--- src/rtl/cv32e40p_xif_copro_mux_if.sv ---
// X-interface bundle between the core/coprocessor side and the coprocessor mux.
// The slave modport is the mux; the master modport is the surrounding environment.
interface cv32e40p_xif_copro_mux_if #(
    parameter int unsigned NUM_COPRO  = 2,
    parameter int unsigned ID_WIDTH   = 4,
    parameter int unsigned DATA_WIDTH = 32
);
    logic                            x_issue_valid_i;
    logic                            x_issue_ready_o;
    logic [31:0]                     x_issue_instr_i;
    logic [ID_WIDTH-1:0]             x_issue_id_i;
    logic                            x_issue_accept_o;
    logic                            x_issue_writeback_o;
    logic [NUM_COPRO-1:0]            x_issue_valid_o;
    logic [NUM_COPRO-1:0]            x_issue_ready_i;
    logic [31:0]                     x_issue_instr_o;
    logic [ID_WIDTH-1:0]             x_issue_id_o;
    logic [NUM_COPRO-1:0]            x_issue_accept_i;
    logic [NUM_COPRO-1:0]            x_issue_writeback_i;
    logic                            x_commit_valid_i;
    logic [ID_WIDTH-1:0]             x_commit_id_i;
    logic                            x_commit_kill_i;
    logic [NUM_COPRO-1:0]            x_commit_valid_o;
    logic [ID_WIDTH-1:0]             x_commit_id_o;
    logic                            x_commit_kill_o;
    logic [NUM_COPRO-1:0]            x_result_valid_i;
    logic [NUM_COPRO-1:0]            x_result_ready_o;
    logic [NUM_COPRO*ID_WIDTH-1:0]   x_result_id_i;
    logic [NUM_COPRO*DATA_WIDTH-1:0] x_result_data_i;
    logic [NUM_COPRO*5-1:0]          x_result_rd_i;
    logic [NUM_COPRO-1:0]            x_result_we_i;
    logic                            x_result_valid_o;
    logic                            x_result_ready_i;
    logic [ID_WIDTH-1:0]             x_result_id_o;
    logic [DATA_WIDTH-1:0]           x_result_data_o;
    logic [4:0]                      x_result_rd_o;
    logic                            x_result_we_o;
    logic                            x_err_o;

    modport slave (
        input  x_issue_valid_i, x_issue_instr_i, x_issue_id_i, x_issue_ready_i,
               x_issue_accept_i, x_issue_writeback_i, x_commit_valid_i, x_commit_id_i,
               x_commit_kill_i, x_result_valid_i, x_result_id_i, x_result_data_i,
               x_result_rd_i, x_result_we_i, x_result_ready_i,
        output x_issue_ready_o, x_issue_accept_o, x_issue_writeback_o, x_issue_valid_o,
               x_issue_instr_o, x_issue_id_o, x_commit_valid_o, x_commit_id_o,
               x_commit_kill_o, x_result_ready_o, x_result_valid_o, x_result_id_o,
               x_result_data_o, x_result_rd_o, x_result_we_o, x_err_o
    );

    modport master (
        output x_issue_valid_i, x_issue_instr_i, x_issue_id_i, x_issue_ready_i,
               x_issue_accept_i, x_issue_writeback_i, x_commit_valid_i, x_commit_id_i,
               x_commit_kill_i, x_result_valid_i, x_result_id_i, x_result_data_i,
               x_result_rd_i, x_result_we_i, x_result_ready_i,
        input  x_issue_ready_o, x_issue_accept_o, x_issue_writeback_o, x_issue_valid_o,
               x_issue_instr_o, x_issue_id_o, x_commit_valid_o, x_commit_id_o,
               x_commit_kill_o, x_result_ready_o, x_result_valid_o, x_result_id_o,
               x_result_data_o, x_result_rd_o, x_result_we_o, x_err_o
    );
endinterface

--- src/rtl/cv32e40p_xif_copro_mux.sv ---
// X-interface fan-out from one core to NUM_COPRO coprocessors: broadcast issue,
// owner-routed commit via a per-ID ownership table, round-robin registered results.
module cv32e40p_xif_copro_mux #(
    parameter int unsigned NUM_COPRO  = 2,
    parameter int unsigned ID_WIDTH   = 4,
    parameter int unsigned DATA_WIDTH = 32
) (
    input logic                     clk_i,
    input logic                     rst_i,
    cv32e40p_xif_copro_mux_if.slave xif
);
    localparam int unsigned OW    = (NUM_COPRO > 1) ? $clog2(NUM_COPRO) : 1;
    localparam int unsigned DEPTH = 2**ID_WIDTH;

    logic [DEPTH-1:0]      busy_q, busy_d, wb_q, wb_d, committed_q, committed_d;
    logic [OW-1:0]         owner_q [DEPTH];
    logic [OW-1:0]         owner_d [DEPTH];
    logic [OW-1:0]         ptr_q, ptr_d;
    logic                  full_q, full_d;
    logic [ID_WIDTH-1:0]   out_id_q, out_id_d;
    logic [DATA_WIDTH-1:0] out_data_q, out_data_d;
    logic [4:0]            out_rd_q, out_rd_d;
    logic                  out_we_q, out_we_d;
    logic                  err_q, err_d;

    logic                  stall, issue_fire, multi_accept, found;
    logic [OW-1:0]         iss_owner;
    logic                  gvalid, load, res_hs;
    int unsigned           g_int, idx;
    logic [OW-1:0]         grant;
    logic [ID_WIDTH-1:0]   rid;

    // Issue side: broadcast, stall on a still-owned ID, lowest accepting port owns it
    assign stall        = busy_q[xif.x_issue_id_i];
    assign issue_fire   = xif.x_issue_valid_i & xif.x_issue_ready_o;
    assign multi_accept = |(xif.x_issue_accept_i & (xif.x_issue_accept_i - NUM_COPRO'(1)));

    assign xif.x_issue_valid_o     = {NUM_COPRO{xif.x_issue_valid_i & ~stall}};
    assign xif.x_issue_ready_o     = (&xif.x_issue_ready_i) & ~stall;
    assign xif.x_issue_accept_o    = |xif.x_issue_accept_i;
    assign xif.x_issue_writeback_o = xif.x_issue_writeback_i[iss_owner];
    assign xif.x_issue_instr_o     = xif.x_issue_instr_i;
    assign xif.x_issue_id_o        = xif.x_issue_id_i;
    assign xif.x_commit_id_o       = xif.x_commit_id_i;
    assign xif.x_commit_kill_o     = xif.x_commit_kill_i;

    always_comb begin
        iss_owner = '0;
        found     = 1'b0;
        for (int unsigned k = 0; k < NUM_COPRO; k++) begin
            if (xif.x_issue_accept_i[k] && !found) begin
                iss_owner = OW'(k);
                found     = 1'b1;
            end
        end
    end

    always_comb begin
        xif.x_commit_valid_o = '0;
        for (int unsigned k = 0; k < NUM_COPRO; k++) begin
            xif.x_commit_valid_o[k] = xif.x_commit_valid_i & busy_q[xif.x_commit_id_i]
                                    & (owner_q[xif.x_commit_id_i] == OW'(k));
        end
    end

    // Round-robin scan starting at ptr_q, wrapping without a modulo
    always_comb begin
        gvalid = 1'b0;
        g_int  = 0;
        idx    = 0;
        for (int unsigned i = 0; i < NUM_COPRO; i++) begin
            idx = i + 32'(ptr_q);
            if (idx >= NUM_COPRO) idx = idx - NUM_COPRO;
            if (xif.x_result_valid_i[idx] && !gvalid) begin
                gvalid = 1'b1;
                g_int  = idx;
            end
        end
    end

    assign grant  = OW'(g_int);
    assign load   = ~full_q | xif.x_result_ready_i;
    assign res_hs = gvalid & load;
    assign rid    = xif.x_result_id_i[g_int*ID_WIDTH +: ID_WIDTH];

    always_comb begin
        xif.x_result_ready_o = '0;
        for (int unsigned k = 0; k < NUM_COPRO; k++) begin
            xif.x_result_ready_o[k] = res_hs & (g_int == k);
        end
    end

    assign xif.x_result_valid_o = full_q;
    assign xif.x_result_id_o    = out_id_q;
    assign xif.x_result_data_o  = out_data_q;
    assign xif.x_result_rd_o    = out_rd_q;
    assign xif.x_result_we_o    = out_we_q;
    assign xif.x_err_o          = err_q;

    // Update order issue -> commit -> result makes a result clear win over an issue set
    always_comb begin
        busy_d      = busy_q;
        wb_d        = wb_q;
        committed_d = committed_q;
        owner_d     = owner_q;
        ptr_d       = ptr_q;
        full_d      = full_q;
        out_id_d    = out_id_q;
        out_data_d  = out_data_q;
        out_rd_d    = out_rd_q;
        out_we_d    = out_we_q;
        err_d       = 1'b0;

        if (issue_fire && xif.x_issue_accept_o) begin
            busy_d[xif.x_issue_id_i]      = 1'b1;
            owner_d[xif.x_issue_id_i]     = iss_owner;
            wb_d[xif.x_issue_id_i]        = xif.x_issue_writeback_i[iss_owner];
            committed_d[xif.x_issue_id_i] = 1'b0;
            err_d                         = multi_accept;
        end

        if (xif.x_commit_valid_i && busy_q[xif.x_commit_id_i]) begin
            if (xif.x_commit_kill_i || !wb_q[xif.x_commit_id_i])
                busy_d[xif.x_commit_id_i] = 1'b0;
            else
                committed_d[xif.x_commit_id_i] = 1'b1;
        end

        if (load) begin
            full_d = gvalid;
            if (gvalid) begin
                out_id_d   = rid;
                out_data_d = xif.x_result_data_i[g_int*DATA_WIDTH +: DATA_WIDTH];
                out_rd_d   = xif.x_result_rd_i[g_int*5 +: 5];
                out_we_d   = xif.x_result_we_i[g_int];
                ptr_d      = (g_int + 1 >= NUM_COPRO) ? '0 : OW'(g_int + 1);
            end
        end

        if (res_hs) begin
            busy_d[rid] = 1'b0;
            if (!busy_q[rid] || owner_q[rid] != grant) err_d = 1'b1;
        end
    end

    always_ff @(posedge clk_i) begin
        if (rst_i) begin
            busy_q      <= '0;
            wb_q        <= '0;
            committed_q <= '0;
            owner_q     <= '{default: '0};
            ptr_q       <= '0;
            full_q      <= 1'b0;
            out_id_q    <= '0;
            out_data_q  <= '0;
            out_rd_q    <= '0;
            out_we_q    <= 1'b0;
            err_q       <= 1'b0;
        end else begin
            busy_q      <= busy_d;
            wb_q        <= wb_d;
            committed_q <= committed_d;
            owner_q     <= owner_d;
            ptr_q       <= ptr_d;
            full_q      <= full_d;
            out_id_q    <= out_id_d;
            out_data_q  <= out_data_d;
            out_rd_q    <= out_rd_d;
            out_we_q    <= out_we_d;
            err_q       <= err_d;
        end
    end
endmodule
--- src/flat_wrapper.sv ---
// flat-port wrapper written by rule: the top's interface ports become plain ports
module cv32e40p_xif_copro_mux_flat 
#(
    parameter int unsigned NUM_COPRO  = 2,
    parameter int unsigned ID_WIDTH   = 4,
    parameter int unsigned DATA_WIDTH = 32
)
  (clk_i, rst_i, xif_x_issue_valid_i, xif_x_issue_instr_i, xif_x_issue_id_i, xif_x_issue_ready_i, xif_x_issue_accept_i, xif_x_issue_writeback_i, xif_x_commit_valid_i, xif_x_commit_id_i, xif_x_commit_kill_i, xif_x_result_valid_i, xif_x_result_id_i, xif_x_result_data_i, xif_x_result_rd_i, xif_x_result_we_i, xif_x_result_ready_i, xif_x_issue_ready_o, xif_x_issue_accept_o, xif_x_issue_writeback_o, xif_x_issue_valid_o, xif_x_issue_instr_o, xif_x_issue_id_o, xif_x_commit_valid_o, xif_x_commit_id_o, xif_x_commit_kill_o, xif_x_result_ready_o, xif_x_result_valid_o, xif_x_result_id_o, xif_x_result_data_o, xif_x_result_rd_o, xif_x_result_we_o, xif_x_err_o);
  cv32e40p_xif_copro_mux_if #(.NUM_COPRO(NUM_COPRO), .ID_WIDTH(ID_WIDTH), .DATA_WIDTH(DATA_WIDTH)) xif_i ();
  input logic clk_i;
  input logic rst_i;
  input wire logic [$bits(xif_i.x_issue_valid_i)-1:0] xif_x_issue_valid_i;
  input wire logic [$bits(xif_i.x_issue_instr_i)-1:0] xif_x_issue_instr_i;
  input wire logic [$bits(xif_i.x_issue_id_i)-1:0] xif_x_issue_id_i;
  input wire logic [$bits(xif_i.x_issue_ready_i)-1:0] xif_x_issue_ready_i;
  input wire logic [$bits(xif_i.x_issue_accept_i)-1:0] xif_x_issue_accept_i;
  input wire logic [$bits(xif_i.x_issue_writeback_i)-1:0] xif_x_issue_writeback_i;
  input wire logic [$bits(xif_i.x_commit_valid_i)-1:0] xif_x_commit_valid_i;
  input wire logic [$bits(xif_i.x_commit_id_i)-1:0] xif_x_commit_id_i;
  input wire logic [$bits(xif_i.x_commit_kill_i)-1:0] xif_x_commit_kill_i;
  input wire logic [$bits(xif_i.x_result_valid_i)-1:0] xif_x_result_valid_i;
  input wire logic [$bits(xif_i.x_result_id_i)-1:0] xif_x_result_id_i;
  input wire logic [$bits(xif_i.x_result_data_i)-1:0] xif_x_result_data_i;
  input wire logic [$bits(xif_i.x_result_rd_i)-1:0] xif_x_result_rd_i;
  input wire logic [$bits(xif_i.x_result_we_i)-1:0] xif_x_result_we_i;
  input wire logic [$bits(xif_i.x_result_ready_i)-1:0] xif_x_result_ready_i;
  output wire logic [$bits(xif_i.x_issue_ready_o)-1:0] xif_x_issue_ready_o;
  output wire logic [$bits(xif_i.x_issue_accept_o)-1:0] xif_x_issue_accept_o;
  output wire logic [$bits(xif_i.x_issue_writeback_o)-1:0] xif_x_issue_writeback_o;
  output wire logic [$bits(xif_i.x_issue_valid_o)-1:0] xif_x_issue_valid_o;
  output wire logic [$bits(xif_i.x_issue_instr_o)-1:0] xif_x_issue_instr_o;
  output wire logic [$bits(xif_i.x_issue_id_o)-1:0] xif_x_issue_id_o;
  output wire logic [$bits(xif_i.x_commit_valid_o)-1:0] xif_x_commit_valid_o;
  output wire logic [$bits(xif_i.x_commit_id_o)-1:0] xif_x_commit_id_o;
  output wire logic [$bits(xif_i.x_commit_kill_o)-1:0] xif_x_commit_kill_o;
  output wire logic [$bits(xif_i.x_result_ready_o)-1:0] xif_x_result_ready_o;
  output wire logic [$bits(xif_i.x_result_valid_o)-1:0] xif_x_result_valid_o;
  output wire logic [$bits(xif_i.x_result_id_o)-1:0] xif_x_result_id_o;
  output wire logic [$bits(xif_i.x_result_data_o)-1:0] xif_x_result_data_o;
  output wire logic [$bits(xif_i.x_result_rd_o)-1:0] xif_x_result_rd_o;
  output wire logic [$bits(xif_i.x_result_we_o)-1:0] xif_x_result_we_o;
  output wire logic [$bits(xif_i.x_err_o)-1:0] xif_x_err_o;
  assign xif_i.x_issue_valid_i = xif_x_issue_valid_i;
  assign xif_i.x_issue_instr_i = xif_x_issue_instr_i;
  assign xif_i.x_issue_id_i = xif_x_issue_id_i;
  assign xif_i.x_issue_ready_i = xif_x_issue_ready_i;
  assign xif_i.x_issue_accept_i = xif_x_issue_accept_i;
  assign xif_i.x_issue_writeback_i = xif_x_issue_writeback_i;
  assign xif_i.x_commit_valid_i = xif_x_commit_valid_i;
  assign xif_i.x_commit_id_i = xif_x_commit_id_i;
  assign xif_i.x_commit_kill_i = xif_x_commit_kill_i;
  assign xif_i.x_result_valid_i = xif_x_result_valid_i;
  assign xif_i.x_result_id_i = xif_x_result_id_i;
  assign xif_i.x_result_data_i = xif_x_result_data_i;
  assign xif_i.x_result_rd_i = xif_x_result_rd_i;
  assign xif_i.x_result_we_i = xif_x_result_we_i;
  assign xif_i.x_result_ready_i = xif_x_result_ready_i;
  assign xif_x_issue_ready_o = xif_i.x_issue_ready_o;
  assign xif_x_issue_accept_o = xif_i.x_issue_accept_o;
  assign xif_x_issue_writeback_o = xif_i.x_issue_writeback_o;
  assign xif_x_issue_valid_o = xif_i.x_issue_valid_o;
  assign xif_x_issue_instr_o = xif_i.x_issue_instr_o;
  assign xif_x_issue_id_o = xif_i.x_issue_id_o;
  assign xif_x_commit_valid_o = xif_i.x_commit_valid_o;
  assign xif_x_commit_id_o = xif_i.x_commit_id_o;
  assign xif_x_commit_kill_o = xif_i.x_commit_kill_o;
  assign xif_x_result_ready_o = xif_i.x_result_ready_o;
  assign xif_x_result_valid_o = xif_i.x_result_valid_o;
  assign xif_x_result_id_o = xif_i.x_result_id_o;
  assign xif_x_result_data_o = xif_i.x_result_data_o;
  assign xif_x_result_rd_o = xif_i.x_result_rd_o;
  assign xif_x_result_we_o = xif_i.x_result_we_o;
  assign xif_x_err_o = xif_i.x_err_o;
  cv32e40p_xif_copro_mux #(.NUM_COPRO(NUM_COPRO), .ID_WIDTH(ID_WIDTH), .DATA_WIDTH(DATA_WIDTH)) u_core (.clk_i(clk_i), .rst_i(rst_i), .xif(xif_i));
endmodule
--- config.mk ---
export PLATFORM = sky130hd
export DESIGN_NAME = cv32e40p_xif_copro_mux_flat
export DESIGN_NICKNAME = d
export VERILOG_FILES = /design/src/rtl/cv32e40p_xif_copro_mux_if.sv /design/src/rtl/cv32e40p_xif_copro_mux.sv /design/src/flat_wrapper.sv
export SDC_FILE = /design/constraint.sdc
export NUM_CORES = 1
export LEC_CHECK = 0
export CAP_MARGIN = 20
export CORE_MARGIN = 2
export CORE_UTILIZATION = 46
export CTS_BUF_LIST = sky130_fd_sc_hd__clkbuf_4 sky130_fd_sc_hd__clkbuf_8
export CTS_CLUSTER_DIAMETER = 60
export DETAILED_ROUTE_END_ITERATION = 8
export HOLD_SLACK_MARGIN = 0.05
export PLACE_DENSITY = 0.9
export RECOVER_POWER = 25
export SYNTH_ARGS = -nofsm -noshare
export SYNTH_HDL_FRONTEND = slang
export SYNTH_SLANG_ARGS = --single-unit
--- constraint.sdc ---
create_clock -name clk_i -period 5 [get_ports clk_i]
set_input_delay 1 -clock clk_i [delete_from_list [all_inputs] [get_ports clk_i]]
set_output_delay 1 -clock clk_i [all_outputs]
set_load 0.01 [all_outputs]
# Yosys cells after proc, flatten, opt, wreduce, memory -nomap -nowiden
# Index checks and enable logic that the tools add are counted.
# totals
in_bits	138
reg_bits	93
# op_classes
eq_ne	2
bitwise_logic	22
order_cmp	17
shift	3
addsub	5
n_reduce_logical	19
n_mul	1
muxes	48
# op_table
operator	count
2-to-1 mux 32 bit	4
less-than comparator 32 x 2 -> 1 bit, second input constant	3
greater-or-equal comparator 32 x 2 -> 1 bit, second input constant	2
2-to-1 mux 16 bit	4
indexed part select 64 x 33 -> 32 bit	1
indexed part select 10 x 33 -> 5 bit	1
indexed part select 8 x 33 -> 4 bit	1
adder 32 x 1 -> 32 bit, second input constant	1
AND 16 bit	2
bitwise mux 16 bit	2
== test 32 x 1 -> 1 bit, second input constant	1
logical NOT 32 bit	1
multiplier 32 x 3 -> 32 bit, second input constant	1
NOT 16 bit	2
subtractor 32 x 2 -> 32 bit, second input constant	1
2-to-1 mux 1 bit	28
binary-select mux 1 bit (select 4 bit)	6
demux 1 bit (select 4 bit)	4
OR 16 bit	1
greater-or-equal comparator 5 bit, second input constant	3
less-than comparator 4 x 5 -> 1 bit, second input constant	3
NOT 4 -> 5 bit	3
greater-or-equal comparator 4 x 1 -> 1 bit, second input constant	3
AND 1 bit	9
15 further kinds	30

# Depth between registers and ports, before layout
# Gate-level depths: netlist of the first run.
# logic_depth
depth_word	17
depth_mapped	8
depth_no_buf	6

# Worst setup path before layout of the first run
# Ideal clock, no wire load.
# synth_timing
path_type	input -> output
start	in xif_x_commit_id_i[0]
end	out xif_x_commit_valid_o[1]
path_stages	4
slack_ps	1600
arrival_ps	2400
path_buffers	1
cell_sequence	buf_4 -> mux4_2 -> mux4_2 -> and3_1
# synth_via
elab_chain_len	5
elab_cells_between_ends	8
classes_between	mux (5); bitwise (3)
# synth_rtl
element	line	source
start: declaration	flat_wrapper.sv:19	input wire logic [$bits(xif_i.x_commit_id_i)-1:0] xif_x_commit_id_i;
NOT 4 -> 5 bit (not written as such)	cv32e40p_xif_copro_mux.sv:62	& (owner_q[xif.x_commit_id_i] == OW'(k));
binary-select mux 1 bit (select 4 bit)	cv32e40p_xif_copro_mux.sv:62	
2-to-1 mux 1 bit (not written as such) (2 in a row)	cv32e40p_xif_copro_mux.sv:62	
AND 1 bit (*)	cv32e40p_xif_copro_mux.sv:62	
end: declaration	flat_wrapper.sv:33	output wire logic [$bits(xif_i.x_commit_valid_o)-1:0] xif_x_commit_valid_o;
# Mark *: on every way between the ends. The rest lies on a longest branch, timed or not. The select of a mux whose other input is x is not followed.

# Worst setup path after layout of the first run
# layout_timing
start	in xif_x_issue_id_i[0]
end	out xif_x_issue_valid_o[0]
# layout_via
elab_chain_len	4
# layout_rtl
element	line	source
start: declaration	flat_wrapper.sv:14	input wire logic [$bits(xif_i.x_issue_id_i)-1:0] xif_x_issue_id_i;
binary-select mux 1 bit (select 4 bit)	cv32e40p_xif_copro_mux.sv:34	assign stall = busy_q[xif.x_issue_id_i];
2-to-1 mux 1 bit (not written as such)	cv32e40p_xif_copro_mux.sv:34	
NOT 1 bit	cv32e40p_xif_copro_mux.sv:38	assign xif.x_issue_valid_o = {NUM_COPRO{xif.x_issue_valid_i & ~stall}};
AND 1 bit	cv32e40p_xif_copro_mux.sv:38	
end: declaration	flat_wrapper.sv:30	output wire logic [$bits(xif_i.x_issue_valid_o)-1:0] xif_x_issue_valid_o;
# No other way between the ends. The select of a mux whose other input is x is not followed.

==> impl_metrics.json, run 1 <==
{
  "hpwlAfterDp_mm": 12.8,
  "yosysSeqAreaShare_pct": 36.7,
  "cp.required_ns": 4.00,
  "ys_async_sr_fraction_pct": 0,
  "ios": 232,
  "synth-main-ff-cell": "dfxtp_1",
  "die_h_um": 109,
  "grt.overflow.total": 0,
  "switchingPower_mw": 0.477,
  "min_from": "u_core.wb_q[15]",
  "syn_area_per_cell_um2": 9.09,
  "setup_tns_ns": 0,
  "ys_types": 56,
  "synth_top_area_share_pct": 36.7,
  "cp_max_fo": 14,
  "min_period_ns": 4.48,
  "yosysTopAreaCell": "dfxtp_1",
  "ant_nets": 0,
  "finalSetupViolCount": 0,
  "finalHoldViolations": 0,
  "worst_slack_ns": 0.524,
  "fp.coreArea_mm2": 0.0108,
  "regArea_mm2": 0.00186,
  "cts_sinks": 93,
  "p_leak_nw": 2.38,
  "rsz0062_at_grt": "no",
  "crit_chain": "clkdlybuf4s50_1 > nor2b_1 > a211o_1 > a21oi_1 > or3_1 > o221ai_1 > nor2_1 > clkdlybuf4s50_1",
  "final.fill_count": 890,
  "power_frac_seq_pct": 44.5,
  "clock_path_buffers": 2,
  "ys_top_cells_by_area": "dfxtp_1 (37%), a222oi_1 (7.3%), buf_4 (6.7%)",
  "area_growth_pct": 32.3,
  "n_antenna_cell": 0,
  "grt_start_max_net_pins": 57,
  "drive_above_1_share_pct": 9.05,
  "comb_power_share_pct": 20.8,
  "r2r_cells": 6,
  "ff2ff_setup_slack_ns": 2.71,
  "gr-usage-all-layers_pct": 28.5,
  "drt-initial-drc-count": 463,
  "drc_errors": 0,
  "synth_edf_count": 0,
  "ir_drop_uv": 177,
  "crit_arrival_ns": 3.48,
  "place_ws_ns": 0.521,
  "outcome": "finished, final reports clean",
  "worst_slew_pin_slew_ns": 0.802,
  "rows": 38,
  "whs_path_depth": 2,
  "synth_area_mm2": 0.00507,
  "hold_path_class": "reg -> reg",
  "dr.pass1.iters": 8,
  "fin_nets": 796,
  "clkTransAtPathRegs_ns": 0.10,
  "cts_setup_buffers": 0,
  "clk_latency_ns": 0.36,
  "wl_per_cell_um": 21.4,
  "cts.hold.buffers_added": 0,
  "vias": 5069,
  "grt_pass1_wl_mm": 25.7,
  "swShare_pct": 26.8,
  "max_freq_ghz": 0.223,
  "place_congestion": 0.996,
  "ys_seq_elements": 93,
  "p_clk_share_pct": 34.7,
  "crit_path_frequent_cell": "clkdlybuf4s50_1",
  "power_density_mw_per_mm2": 265,
  "initial_core_util_pct": 47.0,
  "die-area_mm2": 0.0119,
  "slew_violations": 0,
  "totalWireLength_mm": 17.2,
  "worstSetupPathType": "in -> out",
  "syn_inst": 558,
  "slowest_stage": "clkdlybuf4s50_1",
  "numCtsBuffers": 9,
  "period_share_pct": 89.5,
  "timing.slew.headroom_pct": 46.5,
  "die_w_um": 109,
  "antenna_found_initial": 0,
  "port-buffer-count": 167,
  "yosysWarnings": 0,
  "yosys-top-cells-count": "dfxtp_1 (93), nor2_1 (85), buf_4 (45)",
  "total_power_mw": 1.78,
  "synth_nets": 696,
  "min_to": "u_core.wb_q[15]",
  "grt_pass1_vias": 4795,
  "max_stage_delay_ns": 0.90,
  "skew_ns": 0.0107,
  "worstSetupEndpointType": "output pin",
  "multi_input_area_mm2": 0.00266,
  "r2r-start": "u_core.ptr_q",
  "drv_cap": 0,
  "reg2reg_to": "u_core.busy_q[4]",
  "startpoint_type": "input pin",
  "cts_root_buf": "clkbuf_8",
  "p_int_mw": 1.30,
  "cts_tree": "done",
  "cts_resized": 0,
  "routed_via_density": 6.31,
  "htree_levels": 3,
  "synth.most_common_cell": "dfxtp_1"
}
flip-flops by register name, indices dropped and copies added (netlist names):
name / flops
u_core.xif.x_err_o: 1
u_core.busy_q: 16
u_core.wb_q: 16
u_core.xif.x_result_id_o: 4
u_core.ptr_q: 1
u_core.owner_q: 16
u_core.xif.x_result_we_o: 1
u_core.xif.x_result_data_o: 32
u_core.xif.x_result_valid_o: 1
u_core.xif.x_result_rd_o: 5
cell families after synthesis:
group | count (synthesis) | synth area share, %
mux | 51 | 13.9
buf+inv | 98 | 11.0
compound gates | 129 | 19.7
simple gates | 187 | 18.7
flops | 93 | 36.7
metrics by stage:
| step | cells | hold slack, ns | utilization, % | cell area [µm²] |
|---|---|---|---|---|
| 4_1_cts | 803 | 0.491 | 62.2 | 6710 |
| 5_1_grt | 803 | 0.523 | 62.2 | 6710 |
| 2_1_floorplan | 558 | 0.446 | - | 5070 |
| 6_report | 803 | 0.502 | 62.2 | 6710 |
| 3_5_place_dp | 787 | 0.476 | 59.9 | 6470 |
| 3_3_place_gp | 787 | 0.457 | 59.9 | 6470 |
worst max-delay path: cells and delay by family:
kind,cells,cell delay (ns)
AND/OR/NAND/NOR,3,0.41
AO/OA/AOI/OAI,3,0.61
buffers and inverters,2,1.45
layer usage:
layer / vias to the layer above / track usage [%] / routed length (µm)
met5: - / 0 / 0
met4: 0 / 15.6 / 918
met3: 61 / 5.74 / 1650
met2: 332 / 46.9 / 8220
met1: 2407 / 34.9 / 6400
li1: 2269 / - / -
final cells by class:
| cell class | count | share of cell area (%) |
|---|---|---|
| Clock buffer | 9 | 1.85 |
| Clock inverter | 7 | 1.79 |
| Inverter | 13 | 0.727 |
| Sequential cell | 93 | 27.7 |
| Timing Repair Buffer | 174 | 25.6 |
| Tap cell | 140 | 2.61 |
| Multi-Input combinational cell | 367 | 39.7 |
layout by cell type (no fill, tap or decap), types with 6 or more instances in the layout:
| master | n |
|---|---|
| nand3_1 | 10 |
| buf_4 | 7 |
| a222oi_1 | 37 |
| mux4_2 | 15 |
| a311oi_1 | 9 |
| o21ai_0 | 8 |
| nor2_1 | 83 |
| o22ai_1 | 10 |
| a211oi_1 | 12 |
| dlygate4sd3_1 | 13 |
| nor3b_1 | 11 |
| nor2_2 | 8 |
| a21oi_1 | 19 |
| nand2_1 | 31 |
| clkbuf_8 | 9 |
| clkdlybuf4s50_1 | 153 |
| o21ai_1 | 6 |
| inv_1 | 12 |
| dfxtp_1 | 93 |
| mux2i_1 | 33 |
how the worst max path moves through the flow:
| stage | from | to | slack, ns | cells past startpoint |
|---|---|---|---|---|
| CTS | xif_x_commit_id_i[0] | xif_x_commit_valid_o[1] | 0.52 | 6 |
| global route | xif_x_issue_id_i[0] | xif_x_issue_valid_o[1] | 0.32 | 8 |
| global placement | xif_x_commit_id_i[0] | xif_x_commit_valid_o[1] | 0.55 | 6 |
| floorplan | xif_x_commit_id_i[0] | xif_x_commit_valid_o[1] | 1.60 | 4 |
| detailed placement | xif_x_commit_id_i[0] | xif_x_commit_valid_o[1] | 0.52 | 6 |
| finish | xif_x_issue_id_i[0] | xif_x_issue_valid_o[0] | 0.52 | 8 |
power groups by stage:
stage / registers, mW / clock network (mW) / logic [mW]
after floorplan: 0.819 / 0 / 0.188
after global placement: 0.806 / 0 / 0.362
after global routing: 0.794 / 0.656 / 0.396
after CTS: 0.791 / 0.626 / 0.371
after detailed placement: 0.808 / 0 / 0.370
final: 0.791 / 0.618 / 0.370
Power figures use the tool's default switching activity.
==> run 2: changes to the inputs <==
- CTS_CLUSTER_DIAMETER: 60 -> unset
==> results of run 2 <==
The final DEF is identical to that of run 1; final timing and power are the same.
